[src/rtl/pc_gen_pkg.sv]
// Shared definitions for the fetch-stage PC generator: enable levels,
// instruction address width, FSM state encodings and default vectors.
package pc_gen_pkg;

  localparam logic RST_ENABLE   = 1'b1;
  localparam logic CHIP_ENABLE  = 1'b1;
  localparam logic CHIP_DISABLE = 1'b0;

  localparam int INST_ADDR_W = 32;

  localparam logic [INST_ADDR_W-1:0] DEFAULT_RESET_VEC = 32'h0000_0000;
  localparam logic [INST_ADDR_W-1:0] DEFAULT_EXC_VEC   = 32'h0000_0020;
  localparam int                     DEFAULT_STEP      = 4;

  typedef enum logic [1:0] {
    S_RST  = 2'd0,
    S_RUN  = 2'd1,
    S_HOLD = 2'd2
  } pc_state_t;

endpackage

[src/rtl/pc_redirect_buf.sv]
// One-entry pending-target register for a branch that arrives while the
// pipeline is stalled; clear beats capture, and capture beats consume.
module pc_redirect_buf
  import pc_gen_pkg::*;
#(
  parameter int ADDR_W = INST_ADDR_W
) (
  input  logic              clk,
  input  logic              rst,
  input  logic              capture,
  input  logic              clear,
  input  logic              consume,
  input  logic [ADDR_W-1:0] capture_tgt,
  output logic              valid,
  output logic [ADDR_W-1:0] target
);

  // A capture while already valid simply overwrites: the youngest branch wins.
  always_ff @(posedge clk) begin
    if (rst == RST_ENABLE) begin
      valid  <= 1'b0;
      target <= '0;
    end else if (clear) begin
      valid <= 1'b0;
    end else if (capture) begin
      valid  <= 1'b1;
      target <= capture_tgt;
    end else if (consume) begin
      valid <= 1'b0;
    end
  end

endmodule

[src/rtl/pc_gen.sv]
// Program-counter generator with stall, branch and flush redirects.
// Optional target alignment check: define PC_ALIGN_CHK_EN.
module pc_gen
  import pc_gen_pkg::*;
#(
  parameter int                ADDR_W    = INST_ADDR_W,
  parameter logic [ADDR_W-1:0] RESET_VEC = DEFAULT_RESET_VEC,
  parameter int                STEP      = DEFAULT_STEP,
  parameter logic [ADDR_W-1:0] EXC_VEC   = DEFAULT_EXC_VEC
) (
  input  logic              clk,
  input  logic              rst,
  input  logic              stall_i,
  input  logic              branch_i,
  input  logic [ADDR_W-1:0] branch_tgt_i,
  input  logic              flush_i,
  input  logic [ADDR_W-1:0] flush_pc_i,
  output logic [ADDR_W-1:0] pc_o,
  output logic              ce_o,
  output logic              misalign_o
);

  pc_state_t         state;
  logic              active;
  logic              pend_valid;
  logic [ADDR_W-1:0] pend_tgt;
  logic              buf_capture;
  logic              buf_clear;
  logic              buf_consume;
  logic              take_branch;
  logic              redirect;
  logic [ADDR_W-1:0] redirect_tgt;
  logic              tgt_bad;
  logic [ADDR_W-1:0] load_pc;

`ifdef PC_ALIGN_CHK_EN
  localparam logic [ADDR_W-1:0] ALIGN_MASK = ADDR_W'(STEP - 1);
`endif

  pc_redirect_buf #(
    .ADDR_W(ADDR_W)
  ) u_redirect_buf (
    .clk        (clk),
    .rst        (rst),
    .capture    (buf_capture),
    .clear      (buf_clear),
    .consume    (buf_consume),
    .capture_tgt(branch_tgt_i),
    .valid      (pend_valid),
    .target     (pend_tgt)
  );

  // Redirect priority: flush, then a buffered branch, then a live branch.
  always_comb begin
    active       = (state != S_RST);
    buf_clear    = active && flush_i;
    buf_consume  = active && !flush_i && pend_valid && !stall_i;
    take_branch  = active && !flush_i && !pend_valid && branch_i && !stall_i;
    buf_capture  = active && !flush_i && branch_i && stall_i;
    redirect     = active && (flush_i || buf_consume || take_branch);
    redirect_tgt = branch_tgt_i;
    if (flush_i) begin
      redirect_tgt = flush_pc_i;
    end else if (pend_valid) begin
      redirect_tgt = pend_tgt;
    end
`ifdef PC_ALIGN_CHK_EN
    tgt_bad = redirect && ((redirect_tgt & ALIGN_MASK) != '0);
`else
    tgt_bad = 1'b0;
`endif
    load_pc = tgt_bad ? EXC_VEC : redirect_tgt;
  end

  // The first enabled cycle fetches RESET_VEC, so leaving S_RST does not increment.
  always_ff @(posedge clk) begin
    if (rst == RST_ENABLE) begin
      state      <= S_RST;
      pc_o       <= RESET_VEC;
      ce_o       <= CHIP_DISABLE;
      misalign_o <= 1'b0;
    end else begin
      misalign_o <= 1'b0;
      case (state)
        S_RST: begin
          state <= S_RUN;
          ce_o  <= CHIP_ENABLE;
          pc_o  <= RESET_VEC;
        end
        S_RUN, S_HOLD: begin
          ce_o <= CHIP_ENABLE;
          if (redirect) begin
            pc_o       <= load_pc;
            misalign_o <= tgt_bad;
            state      <= S_RUN;
          end else if (buf_capture) begin
            state <= S_HOLD;
          end else if (!stall_i) begin
            pc_o <= pc_o + ADDR_W'(STEP);
          end
        end
        default: begin
          state <= S_RST;
          ce_o  <= CHIP_DISABLE;
          pc_o  <= RESET_VEC;
        end
      endcase
    end
  end

endmodule

[config.mk]
export PLATFORM = sky130hd
export DESIGN_NAME = pc_gen
export DESIGN_NICKNAME = d
export VERILOG_FILES = /design/src/rtl/pc_gen_pkg.sv /design/src/rtl/pc_redirect_buf.sv /design/src/rtl/pc_gen.sv
export SDC_FILE = /design/constraint.sdc
export NUM_CORES = 1
export LEC_CHECK = 0
export ABC_AREA = 1
export CAP_MARGIN = 25
export CORE_ASPECT_RATIO = 0.8
export CORE_MARGIN = 2
export CORE_UTILIZATION = 40
export CTS_CLUSTER_DIAMETER = 30
export CTS_CLUSTER_SIZE = 40
export DETAILED_ROUTE_END_ITERATION = 8
export GPL_ROUTABILITY_DRIVEN = 0
export PLACE_DENSITY = 0.73
export SLEW_MARGIN = 20
export SYNTH_ARGS = -nofsm -noshare
export SYNTH_HDL_FRONTEND = slang
export SYNTH_SLANG_ARGS = --single-unit
[constraint.sdc]
create_clock -name clk -period 1.8 [get_ports clk]
set_input_delay 0.27 -clock clk [delete_from_list [all_inputs] [get_ports clk]]
set_output_delay 0.27 -clock clk [all_outputs]
set_load 0.02 [all_outputs]
==> reports/metrics.cfg, run 1 <==
[run_status]
status = completed

[yosys]
syn_area_per_cell_um2 = 6.23
ys_ff_latch = 68
yosys_warnings = 0
synthTopCellsByArea = dfxtp_1 32%, nand2_1 15%, nor2_1 9.8%
syn_inst = 674
yosysSeqAreaShare_pct = 32.4
yosysUniqueCellTypes = 32
syn_area_mm2 = 0.00420
synth_nets = 747
yosysTopAreaCell = dfxtp_1
synth_top_cell_area_share_pct = 32.4

[setup_path]
cp.required_ns = 1.53
rrSetupSlack_ns = 0.10
max_stage_delay_ns = 0.66
start_kind = flip-flop
crit_cells = 1
slowest_stage = clkdlybuf4s50_1
endpoint = pc_o[8]
path_cells = clkdlybuf4s50_1
worstSetupStartpoint = pc_o[8]
regToRegEndpoint = pc_o[28]
path_buf_inv = 1
crit-reg2reg-launch = pc_o[2]
path_class = reg -> out
cp-end-kind = primary output
cp_top_family = buffers and inverters
crit_arrival_ns = 1.47
cp_max_fo = 5
worstRegToRegCells = 10

[layout]
syn_to_final_growth_pct = 38.1
fill_cells = 1003
final_cell_mix = 169 x nand2_1, 110 x nor2_1, 100 x clkdlybuf4s50_1, 75 x o21ai_0, 66 x dfxtp_1
final_area_mm2 = 0.00580
nets = 852
n_antenna_cell = 0
stdcell_count = 923
mostFrequentLayoutCell = nand2_1
finish.utilization_pct = 56.6
drive_gt1_share_pct = 9.07

[global_routing]
grt_overflow = 0
grt_pass1_vias = 4590
grt_max_degree = 33
antenna_found_initial = 0
track_usage_pct = 24.8
grt_pass1_wl_um = 22400

[timing]
worst_pin_slew_ns = 0.516
fin_crit_ns = 1.74
slew_viol_final = 0
fin_skew_ns = 0.00951
post-route-worst-setup-slack_ns = 0.0613
hold_violations = 0
fin_crit_sh_pct = 96.6
max_freq_mhz = 575
rsz0062_at_grt = false
finalSetupViolations = 0
slew_headroom_pct = 65.5

[clock_tree]
clk_latency_ns = 0.34
cts_buffers = 9
cts-root-buf = clkbuf_16
post_cts_buffers = 0
numClockSinks = 68
htree_levels = 3
clkTransAtPathRegs_ns = 0.06
clock_path_buffers = 2
cts_tree = done

[power]
ir_drop_mv = 0.580
power_frac_seq_pct = 35.9
p_sw_share_pct = 29.3
p_comb_share_pct = 24.5
powerDensity_mw_per_mm2 = 810
leakage_nw = 2.25
report.power.total_mw = 4.70
p_sw_mw = 1.38
clkPwrFrac_pct = 39.6
p_int_mw = 3.32

[die]
core_mm2 = 0.0102
pin_count = 103
row_count = 33
dieArea_mm2 = 0.0113
start_util_pct = 41.0
die_w_um = 119
fp.dieH_um = 95.7

[route]
firstDrtPassIters = 5
drt_iter0_markers = 336
vias_per_cell = 5.29
drt_wl_total_um = 13700
wire_per_inst_um = 14.8
postRouteAntennaNets = 0
num_vias = 4879
drc_errors = 0

[place]
post-place-cells = 908
dpl.hpwl_um = 10300
io_buffers = 101
placed_area_mm2 = 0.00548
preCtsSetupSlack_ns = -0.113

[min_path]
hold_path_class = reg -> reg

[run]
cap_violations = 0

[power by group through the flow]
| stage | Sequential [mW] | Combinational (mW) | Clock [mW] |
|---|---|---|---|
| after floorplan | 1.75 | 0.568 | 0 |
| after global placement | 1.71 | 1.11 | 0 |
| after detailed placement | 1.71 | 1.13 | 0 |
| after CTS | 1.68 | 1.14 | 1.88 |
| after global routing | 1.70 | 1.26 | 1.93 |
| final | 1.69 | 1.15 | 1.86 |
[synthesized netlist by cell type]
master    number
inv_2          5
xor2_1         7
nand2_2        5
buf_2         18
nand3b_1       2
clkbuf_1      10
o21bai_1       1
nor3_1         2
o21ai_0       75
buf_6          2
nor2_1       110
nand2_4        1
buf_4          6
nor2_4         3
nand2_1      169
ha_1           4
conb_1         1
a21oi_1       52
o21ai_1        2
dfxtp_1       68
nand3_1       60
nand4_1        1
or2_2          3
nor2_2         8
mux2i_1        5
and2_1         1
a31oi_1        4
a211oi_1       2
inv_1         36
nor2_8         1
xnor2_1        5
o211ai_1       5
[repair_timing]
action                                  CTS  global route
gates resized for setup                   0             4
hold buffers                              0             0
endpoints found under the setup margin    0            28
[cells by family (layout without fill, tap and decap cells)]
logic type                 after synthesis  count (layout)  synth area share (%)
other                                    1               1                0.0893
xor gates and xnor gates                12              12                  2.50
DFF                                     68              68                  32.4
buffers and inverters                   77             186                  8.31
adders and majority gates                4               4                  1.19
muxes                                    5               5                  1.19
and+or+nand+nor                        366             366                  36.9
AOI/OAI and AO/OA                      141             141                  17.4
[routing by layer]
metal  part of all wire [%]  routed length, µm  track usage, %
met1                     45               6210            32.1
met2                     44               6050            41.3
met3                    8.2               1120            5.56
met4                    2.3                314            8.53
met5                      0                  0               0
[how the worst min path moves through the flow]
stage                                           to                startpoint  slack (ns)  depth (start not counted)
after global placement    u_redirect_buf.target[0]  u_redirect_buf.target[0]        0.44                          2
after global routing      u_redirect_buf.target[0]  u_redirect_buf.target[0]        0.48                          2
final                     u_redirect_buf.target[0]  u_redirect_buf.target[0]        0.46                          2
after CTS                 u_redirect_buf.target[0]  u_redirect_buf.target[0]        0.46                          2
after floorplan                               ce_o                       rst        0.34                          1
after detailed placement  u_redirect_buf.target[0]  u_redirect_buf.target[0]        0.45                          2
[sequential cells by signal, indices dropped and copies added (netlist names)]
| register | cells |
|---|---|
| ce_o | 1 |
| pc_o | 32 |
| state | 2 |
| u_redirect_buf.target | 32 |
| u_redirect_buf.valid | 1 |
[stage by stage]
stage	hold slack, ns	setup TNS (ns)
floorplan	0.337	0
global placement	0.442	-0.305
detailed placement	0.453	-2.06
CTS	0.461	0
global route	0.484	0
finish	0.462	0
[final cells by class]
class | count | area, µm² | area share (%)
clock buffer | 10 | 229 | 3.95
clock inverter | 5 | 77.6 | 1.34
inverter | 41 | 154 | 2.65
multi-input combinational | 529 | 2490 | 43.0
sequential | 68 | 1360 | 23.5
tap | 140 | 175 | 3.02
timing repair buffer | 130 | 1310 | 22.5
No activity file was read; power rests on OpenSTA's default activity.
==> run 2, diff against run 1 <==
--- a/config.mk
+++ b/config.mk
@@ -14,7 +14,7 @@
 export CTS_CLUSTER_SIZE = 40
 export DETAILED_ROUTE_END_ITERATION = 8
 export GPL_ROUTABILITY_DRIVEN = 0
-export PLACE_DENSITY = 0.73
+export PLACE_DENSITY_LB_ADDON = 0.3
 export SLEW_MARGIN = 20
 export SYNTH_ARGS = -nofsm -noshare
 export SYNTH_HDL_FRONTEND = slang
==> reports/metrics.cfg, run 2 (synthesized netlist as in run 1, its figures left out) <==
[global_routing]
grt_pass1_vias = 4494  ; was 4590
antenna_found_initial = 0  ; unchanged
track_usage_pct = 24.5  ; was 24.8%
grt_pass1_wl_um = 22000  ; was 22400 µm
grt_overflow = 0  ; unchanged
grt_max_degree = 39  ; was 33

[min_path]
hold_path_class = reg -> reg  ; unchanged
whs_path_depth = 2  ; unchanged
min-delay-start = u_redirect_buf.target[0]  ; unchanged
hold_path_end = u_redirect_buf.target[0]  ; unchanged

[setup_path]
regToRegEndpoint = pc_o[20]  ; was pc_o[28]
path_cells = clkdlybuf4s50_1  ; unchanged
rrSetupSlack_ns = 0.13  ; was 0.10 ns
cp-end-kind = primary output  ; unchanged
crit_cells = 1  ; unchanged
slowest_stage = clkdlybuf4s50_1  ; unchanged
path_buf_inv = 1  ; unchanged
max_stage_delay_ns = 0.66  ; about the same
crit_arrival_ns = 1.46  ; was 1.47 ns
worstRegToRegCells = 10  ; unchanged
cp_max_fo = 7  ; was 5
cp.required_ns = 1.53  ; about the same
crit-reg2reg-launch = pc_o[2]  ; unchanged
cp_top_family = buffers and inverters  ; unchanged
start_kind = flip-flop  ; unchanged
path_class = reg -> out  ; unchanged

[route]
num_vias = 4880  ; was 4879
firstDrtPassIters = 5  ; unchanged
postRouteAntennaNets = 0  ; unchanged
drc_errors = 0  ; unchanged
wire_per_inst_um = 14.9  ; was 14.8 µm
drt_iter0_markers = 397  ; was 336
drt_wl_total_um = 13800  ; was 13700 µm
vias_per_cell = 5.26  ; was 5.29

[timing]
max_freq_mhz = 576  ; was 575 MHz
slew_viol_final = 0  ; unchanged
fin_skew_ns = 0.00483  ; was 0.00951 ns
hold_violations = 0  ; unchanged
rsz0062_at_grt = false  ; unchanged
fin_crit_ns = 1.73  ; was 1.74 ns
finalSetupViolations = 0  ; unchanged
setup_tns_ns = 0  ; unchanged
fin_crit_sh_pct = 96.4  ; was 96.6%

[run]
cap_violations = 0  ; unchanged

[die]
row_count = 33  ; unchanged
pin_count = 103  ; unchanged
die_w_um = 119  ; unchanged
start_util_pct = 41.0  ; unchanged
fp.dieH_um = 95.7  ; unchanged
core_mm2 = 0.0102  ; unchanged
dieArea_mm2 = 0.0113  ; unchanged

[clock_tree]
clock_path_buffers = 2  ; unchanged
numClockSinks = 68  ; unchanged
cts_buffers = 9  ; unchanged
cts-root-buf = clkbuf_16  ; unchanged
clk_latency_ns = 0.33  ; was 0.34 ns
ctsHoldBuffers = 0  ; unchanged
htree_levels = 3  ; unchanged
clkTransAtPathRegs_ns = 0.06  ; about the same
cts_tree = done  ; unchanged

[place]
io_buffers = 101  ; unchanged
dpl.hpwl_um = 10100  ; was 10300 µm

[power]
powerDensity_mw_per_mm2 = 776  ; was 810 mW/mm²
power_frac_seq_pct = 37.2  ; was 35.9%
ir_drop_mv = 0.523  ; was 0.580 mV
p_sw_share_pct = 29.9  ; was 29.3%
report.power.total_mw = 4.52  ; was 4.70 mW
p_int_mw = 3.17  ; was 3.32 mW
clkPwrFrac_pct = 37.4  ; was 39.6%
leakage_nw = 2.24  ; was 2.25 nW
p_sw_mw = 1.35  ; was 1.38 mW
p_comb_share_pct = 25.5  ; was 24.5%

[layout]
n_antenna_cell = 0  ; unchanged
top_regs = pc_o x32, u_redirect_buf.target x32, state x2  ; unchanged
drive_gt1_share_pct = 9.28  ; was 9.07%
final_cell_mix = 169 x nand2_1, 109 x nor2_1, 101 x clkdlybuf4s50_1, 75 x o21ai_0, 68 x dfxtp_1  ; was 169 x nand2_1, 110 x nor2_1, 100 x clkdlybuf4s50_1, 75 x o21ai_0, 66 x dfxtp_1
syn_to_final_growth_pct = 38.7  ; was 38.1%
mostFrequentLayoutCell = nand2_1  ; unchanged
nets = 855  ; was 852

[run_status]
status = completed  ; unchanged

==> run 2: timing repair <==
| action | 4_1_cts | 5_1_grt |
|---|---|---|
| setup endpoints to repair | 0 | 4 |
| gates resized for setup | 0 | 3 |
| buffers inserted | 0 | 0 |
==> run 2: metal layers <==
layer / track usage, % / vias to the layer above / share of wire [%]
li1: - / 2402 / -
met1: 31.1 / 2273 / 46
met2: 41.7 / 182 / 45
met3: 5.86 / 23 / 7.0
met4: 7.44 / 0 / 1.8
met5: 0 / - / 0
==> run 2: power by group through the flow <==
stage / Clock (mW) / Sequential [mW] / Combinational (mW)
2_1_floorplan: 0 / 1.75 / 0.568
3_3_place_gp: 0 / 1.71 / 1.12
3_5_place_dp: 0 / 1.71 / 1.13
4_1_cts: 1.70 / 1.68 / 1.14
5_1_grt: 1.77 / 1.69 / 1.26
6_report: 1.69 / 1.68 / 1.15
==> run 2: worst max path at each step <==
stage / start / endpoint / slack (ns)
2_1_floorplan: pc_o[2] / pc_o[24] / 0.21
3_3_place_gp: flush_i / pc_o[23] / -0.08
3_5_place_dp: flush_i / pc_o[23] / -0.06
4_1_cts: pc_o[27] / pc_o[27] / 0.05
5_1_grt: state[0] / pc_o[14] / 0.01
6_report: pc_o[27] / pc_o[27] / 0.07
==> run 2: area by class of cell <==
class	instances	area, µm²
Multi-Input combinational cell	529	2500
Clock inverter	1	5.00
Timing Repair Buffer	133	1360
Sequential cell	68	1360
Tap cell	140	175
Fill cell	971	4410
Inverter	41	154
Clock buffer	15	278
==> run 2: through the flow <==
step / setup slack (ns) / hold slack (ns) / utilization, % / instance area, µm² / std cells
detailed placement: -0.0552 / 0.441 / 53.8 / 5510 / 910
floorplan: 0.212 / 0.337 / - / 4200 / 674
finish: 0.0653 / 0.448 / 56.9 / 5830 / 927
global placement: -0.0827 / 0.440 / 53.8 / 5510 / 910
CTS: 0.0548 / 0.450 / 56.6 / 5790 / 926
global route: 0.0137 / 0.496 / 56.9 / 5830 / 927
==> run 3, diff against run 2 <==
--- a/config.mk
+++ b/config.mk
@@ -14,6 +14,7 @@
 export CTS_CLUSTER_SIZE = 40
 export DETAILED_ROUTE_END_ITERATION = 8
 export GPL_ROUTABILITY_DRIVEN = 0
+export MAX_ROUTING_LAYER = met4
 export PLACE_DENSITY_LB_ADDON = 0.3
 export SLEW_MARGIN = 20
 export SYNTH_ARGS = -nofsm -noshare
==> reports/metrics.cfg, run 3 (synthesized netlist as in run 1, its figures left out) <==
[run_status]
status = completed  ; unchanged

[route]
postRouteAntennaNets = 0  ; unchanged
drc_errors = 0  ; unchanged
drt_wl_total_um = 13600  ; was 13800 µm
num_vias = 4861  ; was 4880
vias_per_cell = 5.25  ; was 5.26
wire_per_inst_um = 14.7  ; was 14.9 µm
firstDrtPassIters = 6  ; was 5
drt_iter0_markers = 391  ; was 397

[timing]
max_freq_mhz = 576  ; about the same
rsz0062_at_grt = false  ; unchanged
hold_violations = 0  ; unchanged
fin_skew_ns = 0.00475  ; was 0.00483 ns
post-route-worst-setup-slack_ns = 0.0644  ; was 0.0653 ns
fin_crit_ns = 1.74  ; was 1.73 ns
whs_ns = 0.452  ; was 0.448 ns
finalSetupViolations = 0  ; unchanged
fin_crit_sh_pct = 96.4  ; about the same
slew_viol_final = 0  ; unchanged

[setup_path]
crit_arrival_ns = 1.47  ; was 1.46 ns
cp_max_fo = 7  ; unchanged
cp.required_ns = 1.53  ; about the same
cp-end-kind = primary output  ; unchanged
start_kind = flip-flop  ; unchanged
path_cells = clkdlybuf4s50_1  ; unchanged
cp_top_family = buffers and inverters  ; unchanged
slowest_stage = clkdlybuf4s50_1  ; unchanged
path_class = reg -> out  ; unchanged
max_stage_delay_ns = 0.66  ; about the same
path_buf_inv = 1  ; unchanged

[die]
dieArea_mm2 = 0.0113  ; unchanged
core_mm2 = 0.0102  ; unchanged
row_count = 33  ; unchanged
die_w_um = 119  ; unchanged
pin_count = 103  ; unchanged
fp.dieH_um = 95.7  ; unchanged
start_util_pct = 41.0  ; unchanged

[power]
ir_drop_mv = 0.523  ; about the same
leakage_nw = 2.23  ; was 2.24 nW
powerDensity_mw_per_mm2 = 778  ; was 776 mW/mm²

[clock_tree]
htree_levels = 3  ; unchanged
cts_tree = done  ; unchanged
numClockSinks = 68  ; unchanged
cts_buffers = 9  ; unchanged
post_cts_buffers = 0  ; unchanged
clock_path_buffers = 2  ; unchanged
cts-root-buf = clkbuf_16  ; unchanged
clk_latency_ns = 0.33  ; about the same
clkTransAtPathRegs_ns = 0.06  ; about the same

[layout]
n_antenna_cell = 0  ; unchanged
nets = 854  ; was 855
mostFrequentLayoutCell = nand2_1  ; unchanged
final_cell_mix = 169 x nand2_1, 109 x nor2_1, 101 x clkdlybuf4s50_1, 75 x o21ai_0, 68 x dfxtp_1  ; unchanged
syn_to_final_growth_pct = 38.2  ; was 38.7%
top_regs = pc_o x32, u_redirect_buf.target x32, state x2  ; unchanged
fill_cells = 978  ; was 971
drive_gt1_share_pct = 9.16  ; was 9.28%
regArea_mm2 = 0.00136  ; unchanged
multi_input_area_mm2 = 0.00250  ; about the same

[place]
preCtsSetupSlack_ns = -0.0552  ; unchanged
io_buffers = 101  ; unchanged
dpl.hpwl_um = 10100  ; unchanged

[run]
cap_violations = 0  ; unchanged

[global_routing]
use_met1_pct = 31.3  ; was 31.1%
grt_overflow = 0  ; unchanged
grt_busiest_layer = met2  ; unchanged
grt_pass1_vias = 4476  ; was 4494
grt_max_degree = 39  ; unchanged
antenna_found_initial = 0  ; unchanged
grt_use_met2_pct = 41.5  ; was 41.7%
track_usage_pct = 25.2  ; was 24.5%
grt_pass1_wl_um = 22000  ; about the same
grtUsageMet3_pct = 5.62  ; was 5.86%

[min_path]
hold_path_class = reg -> reg  ; unchanged

==> run 3: stage by stage <==
stage	power [mW]	setup TNS, ns	util (%)	cells	area, µm²
2_1_floorplan	2.31	0	-	674	4200
3_3_place_gp	2.82	-0.336	53.8	910	5510
3_5_place_dp	2.84	-0.796	53.8	910	5510
4_1_cts	4.52	0	56.6	926	5790
5_1_grt	4.72	0	56.7	926	5810
6_report	4.52	0	56.7	926	5810
==> run 3: per-layer routing <==
layer | vias to the layer above | share of wire, % | wire length (µm)
met3 | 17 | 7.4 | 1010
met1 | 2242 | 46 | 6240
met5 | - | 0 | 0
li1 | 2395 | - | -
met2 | 207 | 45 | 6200
met4 | 0 | 1.5 | 200
==> run 3: timing repair <==
| action | in CTS | in global routing |
|---|---|---|
| hold buffers | 0 | 0 |
| endpoints found under the setup margin | 0 | 5 |
| endpoints found under the hold margin | 0 | 0 |
| resized for setup | 0 | 3 |
==> run 3: power by group <==
group	internal, mW	switching (mW)
Combinational	0.527	0.619
Sequential	1.59	0.0889
Clock	1.05	0.646
==> run 3: final cells by class <==
cell class	instances	area share (%)
multi-input combinational	529	43.1
sequential	68	23.4
timing repair buffer	132	22.9
clock buffer	15	4.78
tap	140	3.02
inverter	41	2.65
clock inverter	1	0.0862
==> run 3: final timing paths <==
kind	startpoint	slack [ns]	to	cells after the start
worst max-delay path	pc_o[27]	0.06	pc_o[27]	1
worst min-delay path	u_redirect_buf.target[0]	0.45	u_redirect_buf.target[0]	2
worst max register to register	state[1]	0.13	pc_o[10]	10
worst min register to register	u_redirect_buf.target[0]	0.45	u_redirect_buf.target[0]	2
